--- config.mk ---
export PLATFORM = sky130hd
export DESIGN_NAME = serial_bus_tx_flat
export DESIGN_NICKNAME = d
export VERILOG_FILES = /design/src/rtl/serial_bus_tx_if.sv /design/src/rtl/serial_bus_tx.sv /design/src/flat_wrapper.sv
export SDC_FILE = /design/constraint.sdc
export NUM_CORES = 1
export LEC_CHECK = 0
export BUFFER_PORTS_ARGS = -buffer_cell sky130_fd_sc_hd__buf_2
export CAP_MARGIN = 20
export CORE_MARGIN = 1
export CORE_UTILIZATION = 40
export DETAILED_ROUTE_END_ITERATION = 6
export HOLD_SLACK_MARGIN = 0.15
export PLACE_DENSITY = 0.6
export SLEW_MARGIN = 10
export SYNTH_ARGS = -nofsm -noshare
export SYNTH_HDL_FRONTEND = slang
export SYNTH_SLANG_ARGS = --single-unit
--- constraint.sdc ---
create_clock -name clk -period 2.25 [get_ports clk]
set_clock_uncertainty 0.15 [all_clocks]
set_input_delay 0.225 -clock clk [delete_from_list [all_inputs] [get_ports clk]]
set_output_delay 0.225 -clock clk [all_outputs]
set_load 0.01 [all_outputs]
--- src/rtl/serial_bus_tx_if.sv ---
// ---------------------------------------------------------------------------
// serial_bus_tx_if
// Groups the request handshake and the serial bus signals of the initiator-side
// serializer.
//   req_valid/req_ready/req_addr/req_data : parallel write request handshake
//   bus_grant                             : arbiter permission to drive bit slots
//   bus_data_out/bus_data_out_valid       : serial bit and its qualifier
//   bus_mode                              : 1 = data/gap phase, 0 = address/idle
//   busy/done                             : transfer status, completion pulse
// Modports: slave  = the serializer (accepts requests, drives the bus)
//           master = the requester/arbiter side
// ---------------------------------------------------------------------------
interface serial_bus_tx_if #(
  parameter int ADDR_WIDTH = 16,
  parameter int DATA_WIDTH = 8
);
  logic                  req_valid;
  logic                  req_ready;
  logic [ADDR_WIDTH-1:0] req_addr;
  logic [DATA_WIDTH-1:0] req_data;
  logic                  bus_grant;
  logic                  bus_data_out;
  logic                  bus_data_out_valid;
  logic                  bus_mode;
  logic                  busy;
  logic                  done;

  modport slave (
    input  req_valid, req_addr, req_data, bus_grant,
    output req_ready, bus_data_out, bus_data_out_valid, bus_mode, busy, done
  );

  modport master (
    output req_valid, req_addr, req_data, bus_grant,
    input  req_ready, bus_data_out, bus_data_out_valid, bus_mode, busy, done
  );
endinterface

--- src/rtl/serial_bus_tx.sv ---
// ---------------------------------------------------------------------------
// serial_bus_tx
// Initiator-side serializer. Accepts an {address, data} write request, shifts
// the address out LSB-first with bus_mode=0, waits ADDR_GAP idle cycles,
// shifts the data out LSB-first with bus_mode=1, waits END_GAP idle cycles and
// pulses done. Bit slots are only used while bus_grant is high.
// Ports:
//   clk   : clock
//   rst_n : asynchronous active-low reset
//   sif   : serial_bus_tx_if.slave (request handshake, bus outputs, status)
// Every output is a register; the combinational process computes the value
// each output takes for the cycle after the coming edge.
// ---------------------------------------------------------------------------
module serial_bus_tx #(
  parameter int ADDR_WIDTH = 16,
  parameter int DATA_WIDTH = 8,
  parameter int ADDR_GAP   = 2,
  parameter int END_GAP    = 2
) (
  input logic            clk,
  input logic            rst_n,
  serial_bus_tx_if.slave sif
);

  function automatic int max2(input int a, input int b);
    return (a > b) ? a : b;
  endfunction

  localparam int MAXV = max2(max2(ADDR_WIDTH, DATA_WIDTH), max2(ADDR_GAP, END_GAP));
  localparam int CW   = $clog2(MAXV + 1);

  typedef enum logic [2:0] {
    S_IDLE,
    S_ADDR,
    S_AGAP,
    S_DATA,
    S_EGAP
  } state_t;

  state_t                r_state, w_state;
  logic [ADDR_WIDTH-1:0] r_addr_sr, w_addr_sr;
  logic [DATA_WIDTH-1:0] r_data_sr, w_data_sr;
  logic [CW-1:0]         r_cnt, w_cnt;
  logic                  r_bit, w_bit;
  logic                  r_vld, w_vld;
  logic                  r_mode, w_mode;
  logic                  r_busy, w_busy;
  logic                  r_done, w_done;
  logic                  r_ready, w_ready;
  logic                  w_accept;

  // r_ready gates acceptance so nothing is taken in the first cycle after
  // reset release, when the state is already IDLE but ready is still low.
  assign w_accept = (r_state == S_IDLE) && r_ready && sif.req_valid;

  always_comb begin
    w_state   = r_state;
    w_addr_sr = r_addr_sr;
    w_data_sr = r_data_sr;
    w_cnt     = r_cnt;
    w_bit     = 1'b0;
    w_vld     = 1'b0;
    w_mode    = 1'b0;
    w_done    = 1'b0;
    case (r_state)
      S_IDLE: begin
        if (w_accept) begin
          w_addr_sr = sif.req_addr;
          w_data_sr = sif.req_data;
          w_cnt     = '0;
          w_state   = S_ADDR;
        end
      end
      S_ADDR: begin
        if (sif.bus_grant) begin
          w_bit     = r_addr_sr[0];
          w_vld     = 1'b1;
          w_addr_sr = r_addr_sr >> 1;
          if (r_cnt == CW'(ADDR_WIDTH - 1)) begin
            w_cnt   = '0;
            w_state = S_AGAP;
          end else begin
            w_cnt = r_cnt + CW'(1);
          end
        end
      end
      S_AGAP: begin
        // Gap cycles run regardless of grant; the mode flips here, never on a bit.
        w_mode = 1'b1;
        if (r_cnt == CW'(ADDR_GAP - 1)) begin
          w_cnt   = '0;
          w_state = S_DATA;
        end else begin
          w_cnt = r_cnt + CW'(1);
        end
      end
      S_DATA: begin
        w_mode = 1'b1;
        if (sif.bus_grant) begin
          w_bit     = r_data_sr[0];
          w_vld     = 1'b1;
          w_data_sr = r_data_sr >> 1;
          if (r_cnt == CW'(DATA_WIDTH - 1)) begin
            w_cnt   = '0;
            w_state = S_EGAP;
          end else begin
            w_cnt = r_cnt + CW'(1);
          end
        end
      end
      S_EGAP: begin
        // END_GAP idle cycles are emitted first; the following edge enters
        // IDLE with done high and bus_mode back at 0.
        if (r_cnt == CW'(END_GAP)) begin
          w_cnt   = '0;
          w_done  = 1'b1;
          w_state = S_IDLE;
        end else begin
          w_mode = 1'b1;
          w_cnt  = r_cnt + CW'(1);
        end
      end
      default: begin
        w_cnt   = '0;
        w_state = S_IDLE;
      end
    endcase
    w_busy  = (w_state != S_IDLE);
    w_ready = (w_state == S_IDLE);
  end

  always_ff @(posedge clk or negedge rst_n) begin
    if (!rst_n) begin
      r_state   <= S_IDLE;
      r_addr_sr <= '0;
      r_data_sr <= '0;
      r_cnt     <= '0;
      r_bit     <= 1'b0;
      r_vld     <= 1'b0;
      r_mode    <= 1'b0;
      r_busy    <= 1'b0;
      r_done    <= 1'b0;
      r_ready   <= 1'b0;
    end else begin
      r_state   <= w_state;
      r_addr_sr <= w_addr_sr;
      r_data_sr <= w_data_sr;
      r_cnt     <= w_cnt;
      r_bit     <= w_bit;
      r_vld     <= w_vld;
      r_mode    <= w_mode;
      r_busy    <= w_busy;
      r_done    <= w_done;
      r_ready   <= w_ready;
    end
  end

  assign sif.req_ready          = r_ready;
  assign sif.bus_data_out       = r_bit;
  assign sif.bus_data_out_valid = r_vld;
  assign sif.bus_mode           = r_mode;
  assign sif.busy               = r_busy;
  assign sif.done               = r_done;

endmodule
--- src/flat_wrapper.sv ---
// flat-port wrapper written by rule: the top's interface ports become plain ports
module serial_bus_tx_flat 
#(
  parameter int ADDR_WIDTH = 16,
  parameter int DATA_WIDTH = 8,
  parameter int ADDR_GAP   = 2,
  parameter int END_GAP    = 2
)
  (clk, rst_n, sif_req_valid, sif_req_addr, sif_req_data, sif_bus_grant, sif_req_ready, sif_bus_data_out, sif_bus_data_out_valid, sif_bus_mode, sif_busy, sif_done);
  serial_bus_tx_if #(.ADDR_WIDTH(ADDR_WIDTH), .DATA_WIDTH(DATA_WIDTH)) sif_i ();
  input logic clk;
  input logic rst_n;
  input wire logic [$bits(sif_i.req_valid)-1:0] sif_req_valid;
  input wire logic [$bits(sif_i.req_addr)-1:0] sif_req_addr;
  input wire logic [$bits(sif_i.req_data)-1:0] sif_req_data;
  input wire logic [$bits(sif_i.bus_grant)-1:0] sif_bus_grant;
  output wire logic [$bits(sif_i.req_ready)-1:0] sif_req_ready;
  output wire logic [$bits(sif_i.bus_data_out)-1:0] sif_bus_data_out;
  output wire logic [$bits(sif_i.bus_data_out_valid)-1:0] sif_bus_data_out_valid;
  output wire logic [$bits(sif_i.bus_mode)-1:0] sif_bus_mode;
  output wire logic [$bits(sif_i.busy)-1:0] sif_busy;
  output wire logic [$bits(sif_i.done)-1:0] sif_done;
  assign sif_i.req_valid = sif_req_valid;
  assign sif_i.req_addr = sif_req_addr;
  assign sif_i.req_data = sif_req_data;
  assign sif_i.bus_grant = sif_bus_grant;
  assign sif_req_ready = sif_i.req_ready;
  assign sif_bus_data_out = sif_i.bus_data_out;
  assign sif_bus_data_out_valid = sif_i.bus_data_out_valid;
  assign sif_bus_mode = sif_i.bus_mode;
  assign sif_busy = sif_i.busy;
  assign sif_done = sif_i.done;
  serial_bus_tx #(.ADDR_WIDTH(ADDR_WIDTH), .DATA_WIDTH(DATA_WIDTH), .ADDR_GAP(ADDR_GAP), .END_GAP(END_GAP)) u_core (.clk(clk), .rst_n(rst_n), .sif(sif_i));
endmodule
# Yosys cells after proc, flatten, opt, wreduce, memory -nomap -nowiden
# Index checks and enable logic that the tools add are counted.
# Widths: inputs -> output; s select.
classes:
  n_addsub: 1
  n_eq_ne: 11
  n_mux: 31
  n_reduce_logical: 12
ops:
  columns: ["operator", "count"]
  rows:
  - ["$mux 5", 7]
  - ["$mux 16", 2]
  - ["$pmux 16 s2", 1]
  - ["$pmux 5 s5", 1]
  - ["$mux 3", 7]
  - ["$mux 8", 2]
  - ["$pmux 8 s2", 1]
  - ["$pmux 3 s5", 1]
  - ["$reduce_and 3->1", 3]
  - ["$mux 1", 7]
  - ["$eq 3x2->1 const B", 2]
  - ["$logic_not 3->1", 2]
  - ["$add 5x1->5 const B", 1]
  - ["$eq 5x1->1 const B", 1]
  - ["$eq 5x2->1 const B", 1]
  - ["$eq 5x3->1 const B", 1]
  - ["$eq 5x4->1 const B", 1]
  - ["$ne 2x2->1 const B", 2]
  - ["$pmux 1 s2", 2]
  - ["$reduce_bool 2->1", 2]
  - ["$reduce_or 2->1", 2]
  - ["$eq 3x1->1 const B", 1]
  - ["$eq 3x3->1 const B", 1]
  - ["$reduce_bool 3->1", 1]
  - ["other kinds (2)", 3]
totals:
  ff_bits: 38
  input_bits: 28
  out_inout_bits: 6
  word_cells: 65

# Longest topological paths before layout
depth:
  depth_word: 6
  ltp_mapped: 8
  depth_no_buf: 8

# Least setup slack after synthesis
# No wires, ideal clock.
synth_timing:
  path_type: "reg2reg"
  from: "reg u_core.r_cnt[0]"
  to: "reg u_core.r_cnt[2]"
  setup_ns: 0.066
  arrival_ns: 1.930
  setup_slack_ns: 0.105
  path_stages_with_launch: 9
  period_less_slack_ns: 2.145
  path_cell_list: "dfrtp_1 ha_1 nand3_1 inv_1 ha_1 nor2b_1 o32a_1 a2111oi_0 a211o_1"
synth_between:
  elab_chain_cells: 4
  elab_cells_between_ends: 12
  classes_between: "add/sub: 1; eq/ne: 4; mux: 7"
synth_lines:
  columns: ["item", "line", "rtl"]
  rows:
  - ["start, declared", "serial_bus_tx.sv:43", "logic [CW-1:0] r_cnt, w_cnt;"]
  - ["start signal, assigned", "serial_bus_tx.sv:148", "r_cnt <= w_cnt;"]
  - ["$add 5x1->5, or another cell as far along", null, null]
  - ["$mux 5 (on tied branches)", "serial_bus_tx.sv:103, serial_bus_tx.sv:79", null]
  - ["$mux 5 (on tied branches)", "serial_bus_tx.sv:99, serial_bus_tx.sv:75", null]
  - ["$pmux 5 s5 (*)", "serial_bus_tx.sv:65", "case (r_state)"]
# Mark *: on every way between the ends. The rest lies on a longest branch, timed or not. The select of a mux whose other input is x is not followed.
# A chain may end at the register's enable or synchronous reset.

# Final worst setup path
layout_timing:
  from: "reg u_core.r_cnt[0]"
  to: "reg u_core.r_busy, in the netlist u_core.sif.busy"
layout_between:
  elab_chain_cells: 5
  elab_cells_between_ends: 12
  classes_between: "eq/ne: 4; mux: 7; reduce/logical: 1"
layout_lines:
  columns: ["item", "line", "rtl"]
  rows:
  - ["$eq 5x3->1 or $eq 5x4->1 (tied branches)", "serial_bus_tx.sv:103, serial_bus_tx.sv:79", null]
  - ["$mux 3 (on tied branches)", "serial_bus_tx.sv:103, serial_bus_tx.sv:79", null]
  - ["$mux 3 (on tied branches)", "serial_bus_tx.sv:99, serial_bus_tx.sv:75", null]
  - ["$pmux 3 s5 (*)", "serial_bus_tx.sv:65", null]
  - ["named net u_core.w_state[0]", "serial_bus_tx.sv:40", "state_t r_state, w_state;"]
  - ["$reduce_bool 3->1 (*)", "serial_bus_tx.sv:128", "w_busy = (w_state != S_IDLE);"]
  - ["named net u_core.w_busy", "serial_bus_tx.sv:47", "logic r_busy, w_busy;"]
  - ["end signal, assigned", "serial_bus_tx.sv:152", "r_busy <= w_busy;"]
  - ["end, declared", "serial_bus_tx.sv:47", null]
# The timed path passes the listed nets; every way through them passes the cells marked *.

==> results.md <==
* Slowest stage cell, crit path: a2111o_1
* Die width at 72.4 µm
* Fin crit share at 0.972
* Synth area leader: dfrtp_1
* Syn avg cell area at 9.34 µm²
* Core area at 4750 µm²
* DRC Markers at 0
* Clk slew on worst S/H paths at 80 ps
* RSZ-0062 raised after global routing: true
* Placer Congestion at 0.826
* Critical Path Start Type: flip-flop
* Hold Path Class: primary input to flip-flop
* CTS tree: done
* Sequential fraction of the synthesis area at 0.480
* Final worst setup slack at 62.1 ps
* Initial antenna violation count at 0
* TNS Setup at 0 ps
* Wire per inst at 12.3 µm
* Final Cell Area at 2700 µm²
* CP endpoint kind: flip-flop
* Worst slew margin at 0.444
* Max incr delay on CP at 460 ps
* CTS buffer count at 5
* Largest net degree at the start of global routing at 39
* Total track usage at 0.174
* Post-DRT Antenna Nets at 0
* Post-Syn Area at 1980 µm²
* Hold WS at 280 ps
* Placed cell count at 309
* Die H at 72.4 µm
* First-pass GRT wire length at 7.04 mm
* Port-buffer cells at 33
* Status: finished, final reports clean
* Row count at 25
* Final core utilization at 0.567
* CTS max path bufs at 2
* Synth area leaders: dfrtp_1, mux2i_1, nor2_1
* Final min period at 2190 ps
* Pwr Density at 1180 nW/µm²
* Max Freq at 457 MHz
* Final Power at 3.19 mW
* Initial Utilization at 0.417
* Dpl hpwl at 2.85 mm
* Worst Tran Pin Value at 834 ps
* Hold Vio Cnt, Final at 0
* Critical path, cell by cell: buf_4, ha_1, or3b_2, a2111o_1, a31oi_4, or3_2
* Pre-CTS WS at -31.8 ps
* Worst VDD drop at 0.437 mV
* Synth top area share at 0.480
* Synth warnings at 0
* Net Count, Synth at 245
* Final setup fails at 0
* Antenna cells at 0
* Share of layout cells above drive strength 1 at 0.252
* Final Non-Filler Cells at 345
* Crit path DAT at 2260 ps
* Ys flop type: dfrtp_1
* Max-Cap Viols at 0
* Fraction of registers with async set/reset at 1.00
* CTS sink cnt at 38
* Synth-to-Final Area Change at 36.2%
* EDFF count, synth at 0
* H-tree Lvls at 2
* Pre-Repair DR Iteration Count at 4
* Setup CP Type: flip-flop to flip-flop
* Post-Route WL at 4.25 mm
* CP bufs+invs at 1
* DRT iter0 DRCs at 103
* Clock latency on the worst-skew pair at 280 ps
* I/O pins at 34
* GR Overflow Total at 0
* CP delay by family, top: compound AO/OA/AOI/OAI gates
* DR vias/cell at 4.96
* Die area at 5240 µm²
* Cells after Synth at 212
* CP required at 2320 ps
* Yosys reg bits at 38
* Pins Over Slew Limit at 0
* Final #Nets at 311
* Root Driver: clkbuf_8
* Number of global-route vias before repair at 1561
* Placed Instance Area at 2260 µm²
* Worst-path maximum fanout at 6
* Synth unique cells at 37
* Vias at 1710
* Leakage at 1.22 nW
==> where the power goes <==
part | switching [mW] | total (mW) | internal (mW)
sequential | 0.225 | 1.19 | 0.967
combinational | 0.724 | 1.42 | 0.698
clock | 0.225 | 0.579 | 0.354
==> cell usage in the layout (no fill, tap or decap), drive strengths merged, types with 2 or more instances in the layout <==
master / count
nor4b: 2
buf: 46
or3: 2
nor2b: 3
clkbuf: 6
mux2i: 16
a21oi: 19
dlygate4sd3: 26
a32o: 2
ha: 5
nand2b: 2
dfrtp: 38
nand3: 6
nor2: 30
a22o: 2
a31oi: 9
or3b: 2
o21ai: 4
nand2: 24
nor3b: 2
nor3: 5
a2111oi: 3
inv: 9
or2: 2
==> logic make-up after synthesis <==
family | after synthesis | synth area share
muxes | 16 | 0.0809
AOI/OAI and AO/OA | 47 | 0.156
adders and majority gates | 5 | 0.0316
and+or+nand+nor | 84 | 0.208
DFF | 38 | 0.480
buffers and inverters | 22 | 0.0436
==> registers in the layout, summed over array words and instances, names as in the netlist <==
register,flops
u_core.r_addr_sr,16
u_core.r_cnt,5
u_core.r_data_sr,8
u_core.r_state,3
u_core.sif.bus_data_out,1
u_core.sif.bus_data_out_valid,1
u_core.sif.bus_mode,1
u_core.sif.busy,1
u_core.sif.done,1
u_core.sif.req_ready,1
==> synth_stat cells (3+ instances only) <==
| cell type | number |
|---|---|
| ha_1 | 5 |
| nand3_1 | 6 |
| o21ai_0 | 4 |
| a21oi_1 | 19 |
| nor2b_1 | 3 |
| mux2i_1 | 16 |
| a2111oi_0 | 3 |
| dfrtp_1 | 38 |
| buf_2 | 3 |
| clkbuf_1 | 9 |
| nor3_1 | 5 |
| inv_1 | 9 |
| a31oi_1 | 9 |
| nand2_1 | 24 |
| nor2_1 | 30 |
==> what timing repair did <==
action                     in CTS  in global routing
hold endpoints to repair       64                  0
pin swaps                       0                  5
hold buffers                   26                  0
gates cloned                    0                  0
setup buffers                   0                  3
gates resized for setup         2                 10
setup endpoints to repair       1                  7
==> final cells by class <==
type / instances / area [µm²]
well taps: 67 / 83.8
multi-input cells: 152 / 992
clock inverters: 1 / 30.0
inverters: 9 / 33.8
fillers: 461 / 2060
clock buffers: 6 / 82.6
flip-flops and latches: 38 / 952
repair buffers: 72 / 523
==> path summary, 6_finish.rpt <==
| path | to | depth (start not counted) | from | slack [ps] |
|---|---|---|---|---|
| max | u_core.sif.busy | 6 | u_core.r_cnt[0] | 60 |
| min | u_core.r_data_sr[7] | 5 | sif_req_valid | 280 |
| max reg2reg | u_core.sif.busy | 6 | u_core.r_cnt[0] | 60 |
| min reg2reg | u_core.r_data_sr[6] | 2 | u_core.r_data_sr[7] | 380 |
| max in group asynchronous | u_core.r_cnt[0] | 2 | rst_n | 960 |
| min in group asynchronous | u_core.r_cnt[1] | 2 | rst_n | 430 |
==> routing by layer <==
metal / track usage / routed length (µm) / vias to the layer above
met5: 0 / 0 / -
met4: 0.0523 / 31 / 0
met3: 0.0375 / 145 / 2
met2: 0.282 / 1940 / 40
met1: 0.234 / 2120 / 785
li1: - / - / 883
==> worst register-to-register path, cell delays in order (launching register included) <==
cell,delay (ps)
dfrtp_2,420
buf_4,120
ha_1,190
or3b_2,450
a2111o_1,460
a31oi_4,190
or3_2,140
Note: power is estimated with default switching activity, not from simulation.
